$ cat config.mk
export PLATFORM = sky130hd
export DESIGN_NAME = coincidence_trigger_handler
export DESIGN_NICKNAME = d
export VERILOG_FILES = /design/src/rtl/coincidence_trigger_handler.sv
export SDC_FILE = /design/constraint.sdc
export NUM_CORES = 1
export LEC_CHECK = 0
export ABC_AREA = 1
export CORE_AREA = 2 2 96 98
export DETAILED_ROUTE_END_ITERATION = 7
export DIE_AREA = 0 0 98 100
export GPL_TIMING_DRIVEN = 0
export MAX_ROUTING_LAYER = met4
export PLACE_DENSITY = 0.8
export SLEW_MARGIN = 25
export SYNTH_ARGS = -nofsm -noshare
export SYNTH_HDL_FRONTEND = slang
export SYNTH_SLANG_ARGS = --single-unit
$ cat constraint.sdc
create_clock -name CLK -period 3.4 [get_ports CLK]
set_clock_uncertainty 0.15 [all_clocks]
set_input_delay 0.51 -clock CLK [delete_from_list [all_inputs] [get_ports CLK]]
set_output_delay 0.51 -clock CLK [all_outputs]
set_load 0.005 [all_outputs]
$ cat src/rtl/coincidence_trigger_handler.sv
// N-channel coincidence trigger: sync + edge detect, per-channel windows, OR/AND/majority fire, holdoff.
// Optional TRIGGER_TIMESTAMP_EN adds a free-running timestamp latched into TRIGGER_TIME on each trigger.
module coincidence_trigger_handler #(
    parameter int NCH    = 4,
    parameter int WIN_W  = 8,
    parameter int HOLD_W = 8,
    parameter int CNT_W  = 16,
    parameter int THR_W  = 5
`ifdef TRIGGER_TIMESTAMP_EN
    ,
    parameter int TS_W   = 32
`endif
) (
    input  logic              CLK,
    input  logic              RESET,
    input  logic [NCH-1:0]    SIGNAL,
    input  logic              read_mode,
    input  logic [NCH-1:0]    CH_ENABLE,
    input  logic [1:0]        MODE,
    input  logic [THR_W-1:0]  THRESHOLD,
    input  logic [WIN_W-1:0]  WINDOW,
    input  logic [HOLD_W-1:0] HOLDOFF,
    input  logic              COUNT_CLEAR,
    output logic              TRIGGER_OUT,
    output logic [NCH-1:0]    TRIGGER_HITS,
    output logic [CNT_W-1:0]  TRIGGER_COUNT,
    output logic              BUSY
`ifdef TRIGGER_TIMESTAMP_EN
    ,
    output logic [TS_W-1:0]   TRIGGER_TIME
`endif
);

    typedef enum logic [1:0] {IDLE, FIRE, HOLD} state_t;

    state_t              state;
    logic [NCH-1:0]      s1, s2, s3;
    logic [NCH-1:0]      edges, armed, hit;
    logic [WIN_W-1:0]    timer [NCH];
    logic [HOLD_W-1:0]   hcnt;
    logic [THR_W-1:0]    pop;
    logic                mode_ok, fire;

    always_comb begin
        edges = s2 & ~s3 & CH_ENABLE;
        hit   = (edges | armed) & CH_ENABLE;
        pop   = '0;
        for (int unsigned i = 0; i < NCH; i++) pop = pop + THR_W'(hit[i]);
        case (MODE)
            2'b00:   mode_ok = |hit;
            2'b01:   mode_ok = (hit == CH_ENABLE) && (|CH_ENABLE);
            2'b10:   mode_ok = (pop >= THRESHOLD) && (|THRESHOLD);
            default: mode_ok = 1'b0;
        endcase
        // Only a fresh edge can fire; stale armed channels merely contribute.
        fire = (state == IDLE) && !read_mode && (|edges) && mode_ok;
    end

    always_ff @(posedge CLK or negedge RESET) begin
        if (!RESET) begin
            s1 <= '0;
            s2 <= '0;
            s3 <= '0;
        end else begin
            s1 <= SIGNAL;
            s2 <= s1;
            s3 <= s2;
        end
    end

    // A zero window must not arm, so the hit lives only in the edge cycle.
    always_ff @(posedge CLK or negedge RESET) begin
        if (!RESET) begin
            armed <= '0;
            for (int unsigned i = 0; i < NCH; i++) timer[i] <= '0;
        end else if (state != IDLE || fire) begin
            armed <= '0;
            for (int unsigned i = 0; i < NCH; i++) timer[i] <= '0;
        end else begin
            for (int unsigned i = 0; i < NCH; i++) begin
                if (edges[i]) begin
                    armed[i] <= |WINDOW;
                    timer[i] <= WINDOW;
                end else if (armed[i]) begin
                    timer[i] <= timer[i] - WIN_W'(1);
                    if (timer[i] <= WIN_W'(1)) armed[i] <= 1'b0;
                end
            end
        end
    end

    always_ff @(posedge CLK or negedge RESET) begin
        if (!RESET) begin
            state         <= IDLE;
            hcnt          <= '0;
            TRIGGER_OUT   <= 1'b0;
            TRIGGER_HITS  <= '0;
            TRIGGER_COUNT <= '0;
            BUSY          <= 1'b0;
        end else begin
            TRIGGER_OUT <= 1'b0;
            if (state == FIRE)
                TRIGGER_COUNT <= COUNT_CLEAR ? CNT_W'(1)
                               : (&TRIGGER_COUNT) ? TRIGGER_COUNT
                               : TRIGGER_COUNT + CNT_W'(1);
            else if (COUNT_CLEAR)
                TRIGGER_COUNT <= '0;
            case (state)
                IDLE: begin
                    if (fire) begin
                        state        <= FIRE;
                        TRIGGER_OUT  <= 1'b1;
                        TRIGGER_HITS <= hit;
                        BUSY         <= 1'b1;
                    end
                end
                FIRE: begin
                    if (HOLDOFF != '0) begin
                        state <= HOLD;
                        hcnt  <= HOLDOFF;
                    end else begin
                        state <= IDLE;
                        BUSY  <= 1'b0;
                    end
                end
                HOLD: begin
                    if (hcnt <= HOLD_W'(1)) begin
                        state <= IDLE;
                        hcnt  <= '0;
                        BUSY  <= 1'b0;
                    end else begin
                        hcnt <= hcnt - HOLD_W'(1);
                    end
                end
                default: begin
                    state <= IDLE;
                    BUSY  <= 1'b0;
                end
            endcase
        end
    end

`ifdef TRIGGER_TIMESTAMP_EN
    logic [TS_W-1:0] ts;

    always_ff @(posedge CLK or negedge RESET) begin
        if (!RESET) begin
            ts           <= '0;
            TRIGGER_TIME <= '0;
        end else begin
            ts <= ts + TS_W'(1);
            if (fire) TRIGGER_TIME <= ts;
        end
    end
`endif

endmodule

==> results.toml <==
[worst_setup_path]
slowest_delay_ps = 470
worstPathArrival_ps = 3340
cp-end-kind = "flop"
required_ps = 3540
start_kind = "input pin"
crit_type = "input pin to flop"
reg2reg_from = "s2[1]$_DFF_PN0_"
cp_max_fo = 10
r2r_setup_slack_ps = 200
crit_slowest_cell = "fa_1"
crit_chain = "dlygate4sd2_1 > nand3_4 > nand2_4 > nand2_2 > inv_2 > fa_1 > ha_1 > ha_1 > ha_1 > nand2_1 > nand2_1 > nand2_1 > nand2_1 > nand2_1 > nand3_4 > nand2_4 > nand2_8 > buf_6 > nor2_1"
path_common_cell = "nand2_1"
r2r-end = "timer[15]$_DFFE_PN0P_"
reg2regPathDepth = 18

[clocking]
cts_tree = "done"
clk_pin_slew_ps = 90
clock-sinks = 80
clock_latency_ps = 360
cts_buffers = 9
cts_buffer_depth = 2
h-tree-depth = 3
cts-root-buf = "clkbuf_8"

[drt]
ant_nets = 0
viasPerCell = 5.453
via_count = 4630
wirelength_um = 11810
drc_errors = 0
wl_per_cell_um = 13.91
dr.pass1.iters = 5
initialDrtViolationCount = 343

[global_route]
grt_pass1_vias = 4479
grt-ovfl-total = 0
grt_max_degree = 44
grt_pass1_wl_um = 19930
antenna_found_initial = 0
grt_usage_pct = 25.60

[timing]
rsz0062_at_grt = "no"
post-route-period-util_pct = 94.39
relSlewSlack_pct = 62.54
fin_hold_ws_ps = 207.6
slew_viol_final = 0
clock.fmax_ghz = 0.3116
setup_viol = 0
worst_slew_pin_slew_ps = 556.0
fin_crit_ps = 3209
hold_violations = 0

[min_path]
min_delay_worst_endpoint = "s2[0]$_DFF_PN0_"
holdCritStartpoint = "s1[0]$_DFF_PN0_"
min_path_cells = 0
hold_path_class = "flop to flop"

[final_layout]
drive_gt1_share_pct = 8.266
most-common-layout-cells = "nand2_1 (120), inv_1 (112), nor2_1 (90)"
area_growth_syn_to_layout_pct = 21.41
fin_cells = 849
layout_commonest_cell = "nand2_1"
fin_nets = 786
post-route-util_pct = 67.05
antennaDiodeCount = 0

[power]
ir_worst_vdd_mv = 0.2506
power_mw = 1.931
power_density_nw_per_um2 = 324.0
power_leakage_nw = 2.847

[floorplanning]
fp-row-count = 35
start_util_pct = 55.23
die_y_um = 100
core_area_um2 = 8890
dieArea_um2 = 9800
io_pins = 57
die_w_um = 98

[logic_synthesis]
mappedNetlistNets = 712
yosysWarningCount = 0
synth_area_um2 = 4910
synth-seq-cells = 80
netlist_instances = 659
avgSynthCellArea_um2 = 7.450
synth-async-reset-ratio_pct = 100.0
ys_seq_area_share_pct = 40.77
synth-edff-count = 0
synth.distinct_cells = 44
synth_flop_cell = "dfrtp_1"

[placed_design]
dp_cells = 827
gp_congestion = 0.9409
dp_hpwl_um = 8624
io_buffer_count = 56

[job]
cap_violations = 0

[run_status]
status = "completed"
## state kept, by name, indices dropped and copies added (netlist names)
signal and cells:
TRIGGER_OUT 1, s3 4, armed 4, s2 4
TRIGGER_COUNT 16, TRIGGER_HITS 4, timer 32, state 2
s1 4, BUSY 1, hcnt 8
## worst max-delay path by stage
stage | slack, ps | start | cells past startpoint | endpoint
after CTS | 40 | CH_ENABLE[3] | 18 | timer[15]$_DFFE_PN0P_
final | 190 | CH_ENABLE[1] | 19 | timer[15]$_DFFE_PN0P_
after global routing | 30 | armed[3]$_DFF_PN0_ | 17 | armed[0]$_DFF_PN0_
after floorplan | 200 | CH_ENABLE[0] | 18 | timer[12]$_DFFE_PN0P_
after global placement | -1120 | RESET | 1 | TRIGGER_COUNT[11]$_DFFE_PN0P_
after detailed placement | -860 | CH_ENABLE[0] | 19 | timer[17]$_DFFE_PN0P_
## kinds of logic after synthesis
group	share of synthesized area [%]
adder cells (fa/ha/maj)	4.740
AND/OR/NAND/NOR	29.13
buffers and inverters	10.42
flip-flops	40.77
AO/OA/AOI/OAI	12.44
XOR/XNOR	2.498
## layer usage
layer	vias up	track usage, %	part of all wire, %
met2	143	42.10	49
met4	0	10.04	1.9
met3	20	4.039	4.9
met5	-	-	0
li1	2280	-	-
met1	2187	32.06	44
## cell usage after synthesis (7+ instances only)
cell type / number / area share, %
a21oi_1: 22 / 2.2
dfrtp_1: 80 / 41
ha_1: 17 / 4.3
inv_1: 115 / 8.8
nand2_1: 123 / 9.4
nand3_1: 50 / 5.1
nand4_1: 15 / 1.9
nor2_1: 91 / 7.0
nor2_2: 7 / 0.89
nor3_1: 14 / 1.4
o21ai_0: 35 / 3.6
o22ai_1: 14 / 1.8
xor2_1: 12 / 2.1
## worst max-delay path, delay by kind of cell
family / cells / cell delay, ps
buffers and inverters: 3 / 510
adder cells (fa/ha/maj): 4 / 1200
AND/OR/NAND/NOR: 12 / 1110
## timing repair
action	4_1_cts	5_1_grt
setup endpoints to repair	43	39
endpoints found under the hold margin	8	0
hold buffers	1	0
resized for setup	8	10
setup buffers	1	4
pin swaps	1	1
## where the power goes
part	leakage, nW	switching [mW]	total (mW)	internal, mW
Combinational	1.68	0.0900	0.153	0.0628
Sequential	1.05	0.00396	0.962	0.958
Clock	0.118	0.387	0.817	0.430
Total	2.85	0.481	1.93	1.45
## per-stage QoR
stage,instance area (um2),TNS [ps],worst slack [ps]
detailed placement,5627,-33790,-864.3
floorplan,4910,0,196.0
global route,5961,0,32.02
finish,5961,0,190.9
CTS,5904,0,36.71
global placement,5609,-117670,-1116
## layout make-up
cell class | count | area (um2)
clock buffer | 9 | 123.9
inverter | 118 | 442.9
buffer | 10 | 68.82
fill | 737 | 2929
timing repair buffer | 63 | 625.6
tap | 111 | 138.9
multi-input combinational | 451 | 2449
sequential | 80 | 2003
clock inverter | 7 | 108.9
(Power assumes the default switching activity.)
